$ cat src/rtl/hilo_div_sequencer.sv
// HI/LO register owner and multi-cycle restoring divider for the MIPS core.
// Accepts div/divu from decode, iterates one quotient bit per cycle, applies
// sign correction, and stalls decode while HI/LO are still being produced.
module hilo_div_sequencer #(
  parameter int WIDTH = 32
) (
  input  logic             clock,
  input  logic             reset,
  input  logic             div_start,
  input  logic             div_signed,
  input  logic [WIDTH-1:0] dividend,
  input  logic [WIDTH-1:0] divisor,
  input  logic             read_hilo,
  output logic             stall,
  output logic             busy,
  output logic             done,
  output logic [WIDTH-1:0] hi,
  output logic [WIDTH-1:0] lo
);

  localparam int CNT_W = $clog2(WIDTH + 1);
  localparam logic [CNT_W-1:0] LAST_STEP = CNT_W'(WIDTH - 1);

  typedef enum logic [1:0] {
    IDLE   = 2'd0,
    DIVIDE = 2'd1,
    FIXUP  = 2'd2
  } state_t;

  state_t           state;
  logic [CNT_W-1:0] cnt;

  // Division datapath; only meaningful while a division is in flight.
  logic [WIDTH:0]   rem;       // partial remainder, one guard bit
  logic [WIDTH-1:0] quo;       // dividend shifts out MSB-first, quotient shifts in
  logic [WIDTH-1:0] dvs_mag;
  logic [WIDTH-1:0] dvd_orig;  // raw dividend, returned as HI on divide-by-zero
  logic             q_neg;
  logic             r_neg;
  logic             dvs_zero;

  logic [WIDTH+1:0] trial;
  logic [WIDTH+1:0] diff;

  // Operand magnitude: two's-complement absolute value only for signed ops.
  function automatic logic [WIDTH-1:0] magnitude(input logic [WIDTH-1:0] v,
                                                 input logic             is_signed);
    return (is_signed && v[WIDTH-1]) ? (~v + WIDTH'(1)) : v;
  endfunction

  // Sign correction applied to the unsigned quotient/remainder.
  function automatic logic [WIDTH-1:0] apply_sign(input logic [WIDTH-1:0] v,
                                                  input logic             neg);
    return neg ? (~v + WIDTH'(1)) : v;
  endfunction

  assign busy  = (state != IDLE);
  assign stall = busy & (read_hilo | div_start);

  // One restoring step: shift in next dividend bit, trial-subtract the divisor.
  always_comb begin
    trial = {rem, quo[WIDTH-1]};
    diff  = trial - {2'b00, dvs_mag};
  end

  // Control FSM and architectural HI/LO registers.
  always_ff @(posedge clock) begin
    if (reset) begin
      state <= IDLE;
      cnt   <= '0;
      done  <= 1'b0;
      hi    <= '0;
      lo    <= '0;
    end else begin
      done <= 1'b0;
      case (state)
        IDLE: begin
          if (div_start) begin
            state <= DIVIDE;
            cnt   <= '0;
          end
        end
        DIVIDE: begin
          cnt <= cnt + CNT_W'(1);
          if (cnt == LAST_STEP) state <= FIXUP;
        end
        FIXUP: begin
          hi    <= dvs_zero ? dvd_orig : apply_sign(rem[WIDTH-1:0], r_neg);
          lo    <= dvs_zero ? '1       : apply_sign(quo, q_neg);
          done  <= 1'b1;
          state <= IDLE;
        end
        default: state <= IDLE;
      endcase
    end
  end

  // Operand capture on acceptance, then the iterative divide steps.
  always_ff @(posedge clock) begin
    if (state == IDLE && div_start) begin
      quo      <= magnitude(dividend, div_signed);
      dvs_mag  <= magnitude(divisor, div_signed);
      rem      <= '0;
      dvd_orig <= dividend;
      q_neg    <= div_signed & (dividend[WIDTH-1] ^ divisor[WIDTH-1]);
      r_neg    <= div_signed & dividend[WIDTH-1];
      dvs_zero <= (divisor == '0);
    end else if (state == DIVIDE) begin
      if (!diff[WIDTH+1]) begin
        rem <= diff[WIDTH:0];
        quo <= {quo[WIDTH-2:0], 1'b1};
      end else begin
        rem <= trial[WIDTH:0];
        quo <= {quo[WIDTH-2:0], 1'b0};
      end
    end
  end

endmodule

$ cat config.mk
export PLATFORM = sky130hd
export DESIGN_NAME = hilo_div_sequencer
export DESIGN_NICKNAME = d
export VERILOG_FILES = /design/src/rtl/hilo_div_sequencer.sv
export SDC_FILE = /design/constraint.sdc
export NUM_CORES = 1
export LEC_CHECK = 0
export ABC_AREA = 1
export BUFFER_PORTS_ARGS = -buffer_cell sky130_fd_sc_hd__buf_2
export CAP_MARGIN = 10
export CORE_ASPECT_RATIO = 0.8
export CORE_MARGIN = 4
export CORE_UTILIZATION = 61
export CTS_CLUSTER_SIZE = 16
export DETAILED_ROUTE_END_ITERATION = 12
export GPL_TIMING_DRIVEN = 0
export PLACE_DENSITY = 0.9
export RECOVER_POWER = 100
export REMOVE_ABC_BUFFERS = 1
export SYNTH_ARGS = -nofsm -noshare
export SYNTH_HDL_FRONTEND = slang
export SYNTH_SLANG_ARGS = --single-unit
$ cat constraint.sdc
create_clock -name clock -period 4.1 [get_ports clock]
set_input_delay 0.82 -clock clock [delete_from_list [all_inputs] [get_ports clock]]
set_output_delay 0.82 -clock clock [all_outputs]
set_load 0.05 [all_outputs]
==> results of run 1 <==
## worst max-delay path by stage
stage | start | end | slack [ns] | depth (start not counted)
detailed placement | div_start | quo[31]$_DFFE_PP_ | 0.48 | 6
finish | state[0]$_SDFFE_PP0P_ | hi[20]$_SDFFE_PP0P_ | 0.82 | 9
CTS | state[1]$_SDFFE_PP0P_ | quo[30]$_DFFE_PP_ | 0.86 | 6
global route | state[0]$_SDFFE_PP0P_ | lo[11]$_SDFFE_PP0P_ | 0.53 | 7
global placement | div_start | quo[27]$_DFFE_PP_ | -8.66 | 5
floorplan | div_start | quo[0]$_DFFE_PP_ | -3.88 | 4
## worst max-delay path, delay by kind of cell (launching register included)
kind	cells	cell delay, ns
and+or+nand+nor	3	1.00
AOI/OAI and AO/OA	2	0.39
buffers and inverters	4	1.47
DFF	1	0.31
## routing by layer
metal | up-vias | track usage
li1 | 6962 | -
met1 | 6504 | 0.462
met2 | 739 | 0.448
met3 | 73 | 0.0729
met4 | 2 | 0.0820
met5 | - | 0
## per-stage QoR
stage | utilization | hold slack [ns] | setup slack, ns | setup TNS [ns]
2_1_floorplan | - | 0.443 | -3.88 | -358.58
3_3_place_gp | 0.660 | 0.451 | -8.66 | -886.49
3_5_place_dp | 0.667 | 0.455 | 0.476 | 0
4_1_cts | 0.698 | 0.464 | 0.862 | 0
5_1_grt | 0.688 | 0.483 | 0.528 | 0
6_report | 0.688 | 0.464 | 0.824 | 0
## synthesized netlist by cell type (2+ instances only)
library cell	number
o211ai_1	10
a21oi_1	92
nand4_1	34
or2_2	7
clkbuf_8	2
inv_1	319
nand3b_1	9
xor2_1	66
nand2_2	26
nor3_2	3
nor3_1	27
nand2_1	577
o21ai_0	107
dfxtp_1	106
nand3_2	11
ha_1	37
and2_1	4
o21ai_1	8
nand3_1	185
nor3b_1	3
nand2_8	2
edfxtp_1	99
clkinv_1	3
o21a_1	3
a31oi_1	7
buf_1	6
nor2_1	204
clkbuf_1	39
a21oi_2	3
a221oi_1	2
a22oi_1	3
buf_12	2
nor2_2	8
o21bai_1	6
nor4_1	6
nor2_4	3
buf_2	6
o21ai_2	2
o221ai_1	10
buf_4	4
nand2_4	5
nor3_4	2
xnor2_1	18
## area by class of cell
| type | count | area, sq um |
|---|---|---|
| Clock buffer | 36 | 696 |
| Multi-Input combinational cell | 1499 | 7540 |
| Timing Repair Buffer | 142 | 666 |
| Tap cell | 306 | 383 |
| Inverter | 323 | 1210 |
| Clock inverter | 4 | 22.5 |
| Sequential cell | 205 | 5090 |
| Fill cell | 2024 | 7070 |
## state kept, by name (all words and copies together), names as in the netlist
name      count
dvs_mag      32
lo           32
dvd_orig     32
q_neg         1
cnt           6
hi           32
dvs_zero      1
r_neg         1
state         2
done          1
rem          33
quo          32
## cells by family (layout without fill, tap and decap cells)
family,Yosys count,count (layout),share of synthesized area
buffers and inverters,383,505,0.107
and+or+nand+nor,1119,1119,0.348
AOI/OAI and AO/OA,258,258,0.101
DFF,205,205,0.358
xor gates and xnor gates,84,84,0.0518
adders and majority gates,38,38,0.0340
## power by group through the flow
| stage | Sequential (mW) | Clock, mW | Combinational (mW) |
|---|---|---|---|
| 5_1_grt | 2.68 | 2.08 | 3.55 |
| 3_3_place_gp | 2.69 | 0 | 3.04 |
| 3_5_place_dp | 2.69 | 0 | 3.14 |
| 2_1_floorplan | 2.60 | 0 | 2.42 |
| 6_report | 2.65 | 1.98 | 3.16 |
| 4_1_cts | 2.65 | 2.00 | 3.17 |
==> impl_metrics.csv, run 1 <==
group,metric,value,unit
setup_path,cp-start-kind,"flop",
route,routedWlPerCell,16.2,microns
setup_path,timing.critical_path.fanout_max,29,
route,top_layer_used,"met5",
pwr,swShare,0.414,
route,drt-total-wl,40800,microns
yosys,yosysSeqAreaShare,0.358,
final_layout,layout_common_cells,"nand2_1, inv_1, nor2_1",
setup_path,crit_type,"reg -> reg",
sta,fin_skew,0.0188,ns
route,met2_wirelength,16800,microns
worst_hold_path,min_path_cells,2,
placement,dp_hpwl,31400,microns
floorplan,coreArea,22700,sq um
pwr,power_density,499,nW/um^2
setup_path,slowest_stage,"clkinv_1",
sta,rsz0062_at_grt,"false",
final_layout,drive_gt1_frac,0.0561,
final_layout,antenna_cells,0,
setup_path,worstSetupEndpointType,"flop",
yosys,synth_area,14200,sq um
floorplan,initial_core_util,0.627,
clock_network,postCtsSetupRepairBufs,0,
final_layout,area_growth,9.81,%
yosys,yosysTopAreaCellShare,0.209,
sta,hold_violations,0,
sta,min_period,3.28,ns
sta,slew_headroom,-0.262,
worst_hold_path,hold_class,"reg -> reg",
final_layout,finish.net_count,2300,
grt,grt_use_total,0.309,
yosys,synth_top_cell_by_area,"edfxtp_1",
floorplan,die_x,179,microns
route,initialDrtViolationCount,1728,
route,drc,0,
grt,grt_pass1_vias,12700,
pwr,p_switching,3.23,mW
sta,worstMarginPinSlew,1.89,ns
grt,grt_first_pass_wirelength,63900,microns
route,wl_met3,4900,microns
setup_path,timing.rr.start,"state[0]$_SDFFE_PP0P_",
yosys,synth_flop_cell,"dfxtp_1",
setup_path,reg2regPathDepth,9,
clock_network,worstSkewPairLatency,0.52,ns
yosys,ys_types,54,
final_layout,final_cells,2515,
setup_path,cp_slowest_stage_delay,0.75,ns
route,ant_nets,0,
final_layout,layout_commonest_cell,"nand2_1",
setup_path,crit_path_cell_trace,"inv_1 > nand2_1 > buf_16 > nor2_1 > buf_8 > clkinv_1 > nand2_1 > o21ai_0 > a21oi_1",
grt,overflow,0,
setup_path,r2r-end,"hi[20]$_SDFFE_PP0P_",
worst_hold_path,min-delay-start,"hi[26]$_SDFFE_PP0P_",
yosys,synthCells,2087,
grt,grt_antenna_before_repair,1,
pwr,ir_drop,0.420,mV
clock_network,clkTransAtPathRegs,0.06,ns
placement,io_buffers,135,
route,vias,14300,
route,wl_met1,18100,microns
placement,place_area,15100,sq um
pwr,pwr-share-seq,0.340,
outcome,run_status,"finished with violations",
clock_network,cts-resized-gates,0,
floorplan,ios,136,
clock_network,numCtsBuffers,22,
setup_path,crit_top_cell,"nand2_1",
sta,finalSetupViolCount,0,
pwr,p_leak,7.46,nW
setup_path,reg2reg_slack,0.82,ns
worst_hold_path,min_to,"hi[26]$_SDFFE_PP0P_",
final_layout,fin_area,15600,sq um
yosys,synth-seq-cells,205,
route,drt_pass1_iterations,6,
yosys,yosys_warnings,0,
yosys,synth.area.top_cells,"edfxtp_1, nand2_1, dfxtp_1",
floorplan,row_count,49,
clock_network,clock-sinks,205,
yosys,async_reset_ff_frac,0,
grt,grt_max_degree,50,
sta,max_freq,305,MHz
placement,gp_congestion,0.992,
pwr,p_clk_frac,0.254,
setup_path,arrival,3.70,ns
sta,fin_crit_sh,0.799,
clock_network,clockBufferDepth,3,
clock_network,hold_buffers,0,
pwr,power,7.80,mW
floorplan,die_area,25800,sq um
route,viasPerCell,5.68,
floorplan,die_h,145,microns
yosys,avgSynthCellArea,6.81,sq um
setup_path,cp.required,4.53,ns
outcome,violations,"capacitance limit, slew limit",
yosys,synth_edf_count,99,
run,maxCapViolCount,2,
clock_network,htreeDepth,1,
pwr,p_int,4.57,mW
pwr,share_comb_of_total_power,0.406,
clock_network,cts_tree,"done",
sta,drv_slew,68,
placement,place_inst,2474,
clock_network,cts_root_buf,"clkbuf_16",
Note: power is estimated with default switching activity, not from simulation.
==> inputs of run 2 (changes only) <==
--- a/config.mk
+++ b/config.mk
@@ -10,11 +10,11 @@
 export CAP_MARGIN = 10
 export CORE_ASPECT_RATIO = 0.8
 export CORE_MARGIN = 4
-export CORE_UTILIZATION = 61
+export CORE_UTILIZATION = 55
 export CTS_CLUSTER_SIZE = 16
 export DETAILED_ROUTE_END_ITERATION = 12
 export GPL_TIMING_DRIVEN = 0
-export PLACE_DENSITY = 0.9
+export PLACE_DENSITY = 0.86
 export RECOVER_POWER = 100
 export REMOVE_ABC_BUFFERS = 1
 export SYNTH_ARGS = -nofsm -noshare
==> constraint.sdc (replaced) <==
create_clock -name clock -period 2.8 [get_ports clock]
set_input_delay 0.56 -clock clock [delete_from_list [all_inputs] [get_ports clock]]
set_output_delay 0.56 -clock clock [all_outputs]
set_load 0.05 [all_outputs]
==> run 2 against run 1 <==
Compared with the run above:
- the run now ends clean
- sequential share of layout area shrank 0.20 points
- non-clock buffer count is 3 higher
- highest routed layer is now met4
- combinational power grew 53%
- setup slack got worse by 0.70 ns
- critical path type is now in -> reg
- sequential power up 46%
- largest cell class unchanged
- core utilization down 6.9 points
- flip-flop and latch count stayed put
- largest power group unchanged
- global-route usage shrank 2.6 points
- wire length increased by 3.9%
- first-iteration DRC count down 2.8%
==> impl_metrics.csv, run 2 (same netlist as run 1, synthesis figures left out) <==
group,metric,value,unit
grt,grt_first_pass_wirelength,66900,microns
setup_path,cp-start-kind,"input pin",
placement,io_buffers,135,
setup_path,crit_buf_inv,2,
clock_network,clock-sinks,205,
floorplan,coreArea,25400,sq um
worst_hold_path,min_to,"dvd_orig[1]$_DFFE_PP_",
setup_path,slowest_stage,"inv_1",
grt,grt_antenna_before_repair,0,
grt,grt_pass1_vias,13100,
final_layout,fin_area,15700,sq um
worst_hold_path,min_path_cells,1,
pwr,swShare,0.423,
floorplan,initial_core_util,0.560,
placement,gp_congestion,0.977,
sta,fin_skew,0.0109,ns
setup_path,timing.critical_path.fanout_max,25,
clock_network,worstSkewPairLatency,0.51,ns
setup_path,cp.required,3.04,ns
floorplan,die_h,152,microns
route,initialDrtViolationCount,1679,
grt,grt_use_total,0.283,
pwr,p_switching,4.86,mW
clock_network,cts_tree,"done",
placement,place_area,15100,sq um
floorplan,ios,136,
pwr,ir_drop,0.586,mV
sta,hold_violations,0,
route,drc,0,
worst_hold_path,min-delay-start,"dividend[1]",
setup_path,arrival,2.92,ns
clock_network,clkTransAtPathRegs,0.06,ns
sta,min_period,2.68,ns
setup_path,worstSetupEndpointType,"flop",
sta,finalSetupViolCount,0,
pwr,p_clk_frac,0.239,
final_layout,antenna_cells,0,
outcome,run_status,"complete, no violations",
final_layout,layout_commonest_cell,"nand2_1",
route,ant_nets,0,
final_layout,finish.net_count,2307,
final_layout,regMostFlops,"rem",
worst_hold_path,hold_class,"in -> reg",
sta,fin_crit_sh,0.956,
clock_network,cts_root_buf,"clkbuf_16",
setup_path,crit_type,"in -> reg",
clock_network,hold_buffers,0,
run,maxCapViolCount,0,
final_layout,area_growth,10.5,%
grt,grt_max_degree,53,
floorplan,die_area,28500,sq um
route,drt-total-wl,42400,microns
route,viasPerCell,5.64,
sta,final.setup.worst_slack,0.123,ns
sta,max_freq,374,MHz
route,drt_pass1_iterations,6,
placement,post-place-ws,-0.531,ns
pwr,pwr-share-seq,0.338,
sta,rsz0062_at_grt,"false",
sta,worst_hold_slack,0.255,ns
setup_path,reg2reg_slack,0.17,ns
pwr,p_int,6.63,mW
sta,drv_slew,0,
setup_path,reg2regPathDepth,9,
pwr,share_comb_of_total_power,0.423,
final_layout,drive_gt1_frac,0.0713,
final_layout,layout_common_cells,"nand2_1, inv_1, nor2_1",
clock_network,htreeDepth,1,
route,vias,14300,
final_layout,largest_reg_flops,33,
grt,overflow,0,
sta,worstMarginPinSlew,1.39,ns
setup_path,crit_path_cell_trace,"clkbuf_1 > nand2_1 > inv_1 > o21ai_0 > nand3_1 > nand2_1 > nand3_1 > o21ai_0",
sta,slew_headroom,0.0724,
route,routedWlPerCell,16.7,microns
setup_path,crit_family,"buffers and inverters",
clock_network,clockBufferDepth,3,
setup_path,r2r-end,"quo[0]$_DFFE_PP_",
setup_path,timing.rr.start,"rem[29]$_SDFFE_PP0P_",
pwr,p_leak,7.47,nW
pwr,power_density,731,nW/um^2
floorplan,row_count,52,
clock_network,numCtsBuffers,22,
floorplan,die_x,188,microns
placement,dp_hpwl,32000,microns
setup_path,cp_slowest_stage_delay,0.80,ns
## run 2: changes by cell type in the layout (fill, tap and decap cells not counted), moves of 3 or more
cell and delta:
buf_4 +4, clkbuf_1 +3, clkbuf_8 -3, nand2_1 -26, nand2_2 +23, nand2_4 +3
## run 2: cell type report
class / instances / area, sq um
sequential: 205 / 5090
inverter: 323 / 1220
clock buffer: 36 / 644
timing repair buffer: 145 / 653
clock inverter: 4 / 18.8
timing repair inverter: 1 / 7.51
fill: 2370 / 9670
tap: 324 / 405
multi-input combinational: 1502 / 7670
## run 2: how the worst max path moves through the flow
| stage | startpoint | end | slack [ns] | cells past startpoint |
|---|---|---|---|---|
| after CTS | state[0]$_SDFFE_PP0P_ | hi[22]$_SDFFE_PP0P_ | 0.01 | 7 |
| after floorplan | state[1]$_SDFFE_PP0P_ | quo[0]$_DFFE_PP_ | -5.09 | 5 |
| final | dividend[31] | quo[29]$_DFFE_PP_ | 0.12 | 8 |
| after global placement | div_start | quo[31]$_DFFE_PP_ | -9.76 | 5 |
| after detailed placement | div_start | quo[30]$_DFFE_PP_ | -0.53 | 6 |
| after global routing | rem[29]$_SDFFE_PP0P_ | quo[0]$_DFFE_PP_ | 0.004 | 10 |
## run 2: stage by stage
stage	std cells	power [mW]	TNS (ns)	utilization
floorplan	2027	7.36	-569.71	-
global placement	2486	8.41	-1138.11	0.591
detailed placement	2490	8.55	-18.59	0.595
CTS	2532	11.3	0	0.622
global route	2540	12.3	0	0.619
finish	2540	11.5	0	0.619
## run 2: layer usage
metal | global-route usage | part of all wire | routed length [microns]
met5 | 0 | 0 | 0
met4 | 0.0657 | 0.022 | 929
met3 | 0.0686 | 0.11 | 4850
met2 | 0.415 | 0.41 | 17400
met1 | 0.424 | 0.45 | 19200
## run 2: power groups by stage
stage	Sequential [mW]	Combinational [mW]	Clock, mW
global placement	3.94	4.47	0
CTS	3.87	4.66	2.78
finish	3.88	4.85	2.75
floorplan	3.81	3.55	0
detailed placement	3.94	4.61	0
global route	3.92	5.45	2.91
## run 2: what timing repair did
| action | 4_1_cts | 5_1_grt |
|---|---|---|
| setup endpoints to repair | 56 | 112 |
| cloned | 2 | 2 |
| resized for setup | 3 | 14 |
| pin swaps | 1 | 2 |
| buffers inserted | 0 | 5 |
==> inputs of run 3 (changes only) <==
--- a/config.mk
+++ b/config.mk
@@ -9,7 +9,6 @@
 export BUFFER_PORTS_ARGS = -buffer_cell sky130_fd_sc_hd__buf_2
 export CAP_MARGIN = 10
 export CORE_ASPECT_RATIO = 0.8
-export CORE_MARGIN = 4
 export CORE_UTILIZATION = 55
 export CTS_CLUSTER_SIZE = 16
 export DETAILED_ROUTE_END_ITERATION = 12
==> run 3 against run 2 <==
Compared with the run above:
- maximum frequency fell by 3.4%
- hold slack got worse by 0.014 ns
- non-clock buffer count decreased by 4
- combinational power shrank 3%
- largest power group unchanged
- final cell count barely moved
- clock-buffer cell count fell by 5
- critical path type is now reg -> reg
- setup slack lost 0.093 ns
- sequential power is essentially flat
- via count is 0.44% higher
- clock power up 5%
- wire length down 2.2%
==> impl_metrics.csv, run 3 (same netlist as run 1, synthesis figures left out) <==
group,metric,value,unit
setup_path,timing.rr.start,"r_neg$_DFFE_PP_",
floorplan,coreArea,25300,sq um
pwr,pwr-share-seq,0.338,
sta,fin_crit_sh,0.989,
grt,grt_antenna_before_repair,0,
setup_path,reg2regPathDepth,6,
run,maxCapViolCount,0,
sta,setup-tns-final,0,ns
setup_path,reg2reg_slack,0.03,ns
placement,place_inst,2490,
route,ant_nets,0,
floorplan,die_h,146,microns
final_layout,drive_gt1_frac,0.0641,
setup_path,crit_type,"reg -> reg",
pwr,p_leak,7.48,nW
final_layout,largest_reg_flops,33,
floorplan,row_count,52,
setup_path,cp.required,3.16,ns
sta,rsz0062_at_grt,"false",
route,viasPerCell,5.67,
placement,post-place-ws,-0.575,ns
sta,worstMarginPinSlew,1.29,ns
pwr,ir_drop,0.817,mV
final_layout,antenna_cells,0,
setup_path,worstSetupEndpointType,"flop",
clock_network,numCtsBuffers,23,
final_layout,multi_input_area,7600,sq um
setup_path,crit_start,"r_neg$_DFFE_PP_",
floorplan,ios,136,
final_layout,regMostFlops,"rem",
sta,fin_skew,0.0105,ns
setup_path,arrival,3.13,ns
sta,slew_headroom,0.139,
pwr,p_int,6.67,mW
grt,grt_first_pass_wirelength,64900,microns
sta,worst_hold_slack,0.242,ns
route,drt-total-wl,41400,microns
pwr,power_density,735,nW/um^2
sta,min_period,2.77,ns
floorplan,initial_core_util,0.562,
placement,gp_congestion,1.01,
final_layout,finish.net_count,2304,
route,initialDrtViolationCount,1612,
clock_network,worstSkewPairLatency,0.52,ns
setup_path,r2r-end,"hi[10]$_SDFFE_PP0P_",
final_layout,area_growth,10.1,%
final_layout,layout_commonest_cell,"nand2_1",
clock_network,htreeDepth,1,
final_layout,num-fill-cells,2396,
final_layout,seq_area,5100,sq um
grt,grt_use_total,0.307,
sta,finalSetupViolCount,0,
clock_network,cts_tree,"done",
floorplan,die_x,182,microns
pwr,p_switching,4.83,mW
floorplan,die_area,26500,sq um
route,routedWlPerCell,16.3,microns
outcome,run_status,"complete, no violations",
sta,hold_violations,0,
pwr,p_clk_frac,0.251,
route,vias,14400,
clock_network,clockBufferDepth,3,
grt,overflow,0,
setup_path,timing.critical_path.fanout_max,29,
setup_path,cp-start-kind,"flop",
route,drc,0,
route,drt_pass1_iterations,8,
pwr,share_comb_of_total_power,0.411,
grt,grt_max_degree,53,
placement,dp_hpwl,31000,microns
worst_hold_path,min_path_cells,1,
grt,grt_pass1_vias,12700,
pwr,swShare,0.420,
sta,max_freq,361,MHz
setup_path,crit_path_end,"hi[10]$_SDFFE_PP0P_",
placement,io_buffers,135,
sta,final.setup.worst_slack,0.0306,ns
worst_hold_path,hold_class,"in -> reg",
clock_network,cts_root_buf,"clkbuf_16",
final_layout,layout_common_cells,"nand2_1, inv_1, nor2_1",
clock_network,clock-sinks,205,
sta,drv_slew,0,
clock_network,clkTransAtPathRegs,0.06,ns
final_layout,final_cells,2538,
[run 3: layer usage]
metal / track usage / share of wire
met2: 0.458 / 0.41
met4: 0.0775 / 0.026
met1: 0.453 / 0.44
met5: 0 / 0
met3: 0.0576 / 0.12
[run 3: area by class of cell]
cell class / count / area share
Tap cell: 324 / 0.0259
Timing Repair inverter: 1 / 0.000480
Multi-Input combinational cell: 1502 / 0.486
Clock buffer: 31 / 0.0400
Timing Repair Buffer: 141 / 0.0394
Inverter: 323 / 0.0777
Clock inverter: 11 / 0.00504
Sequential cell: 205 / 0.326
[run 3: how the worst min path moves through the flow]
stage | startpoint | endpoint
6_report | dividend[1] | dvd_orig[1]$_DFFE_PP_
3_3_place_gp | hi[23]$_SDFFE_PP0P_ | hi[23]$_SDFFE_PP0P_
3_5_place_dp | hi[22]$_SDFFE_PP0P_ | hi[22]$_SDFFE_PP0P_
5_1_grt | dividend[1] | dvd_orig[1]$_DFFE_PP_
2_1_floorplan | state[1]$_SDFFE_PP0P_ | state[1]$_SDFFE_PP0P_
4_1_cts | dividend[2] | dvd_orig[2]$_DFFE_PP_
[run 3: stage by stage]
| stage | area, sq um | power [mW] | util |
|---|---|---|---|
| floorplan | 13900 | 7.36 | - |
| global placement | 15000 | 8.42 | 0.592 |
| detailed placement | 15100 | 8.54 | 0.596 |
| CTS | 15800 | 11.5 | 0.625 |
| global route | 15700 | 12.3 | 0.618 |
| finish | 15700 | 11.5 | 0.618 |
[run 3: worst max-delay path: stages (launching register included)]
cell and delay (ns):
edfxtp_1 1.01, clkinv_1 0.71, a21oi_1 0.33, xor2_1 0.18, a21oi_1 0.07, o21ai_0 0.18
a21oi_1 0.11
[run 3: what timing repair did]
item,CTS,global route
hold endpoints to repair,0,0
pin swaps,1,3
setup endpoints to repair,60,84
setup buffers,0,1
hold buffers,0,0
gates resized for setup,4,8
cloned,2,2
[run 3: power groups by stage]
stage	clock [mW]	sequential [mW]	combinational [mW]
after detailed placement	0	3.94	4.61
after floorplan	0	3.81	3.55
after global placement	0	3.94	4.48
after global routing	3.04	3.92	5.31
final	2.89	3.89	4.72
after CTS	2.92	3.88	4.66
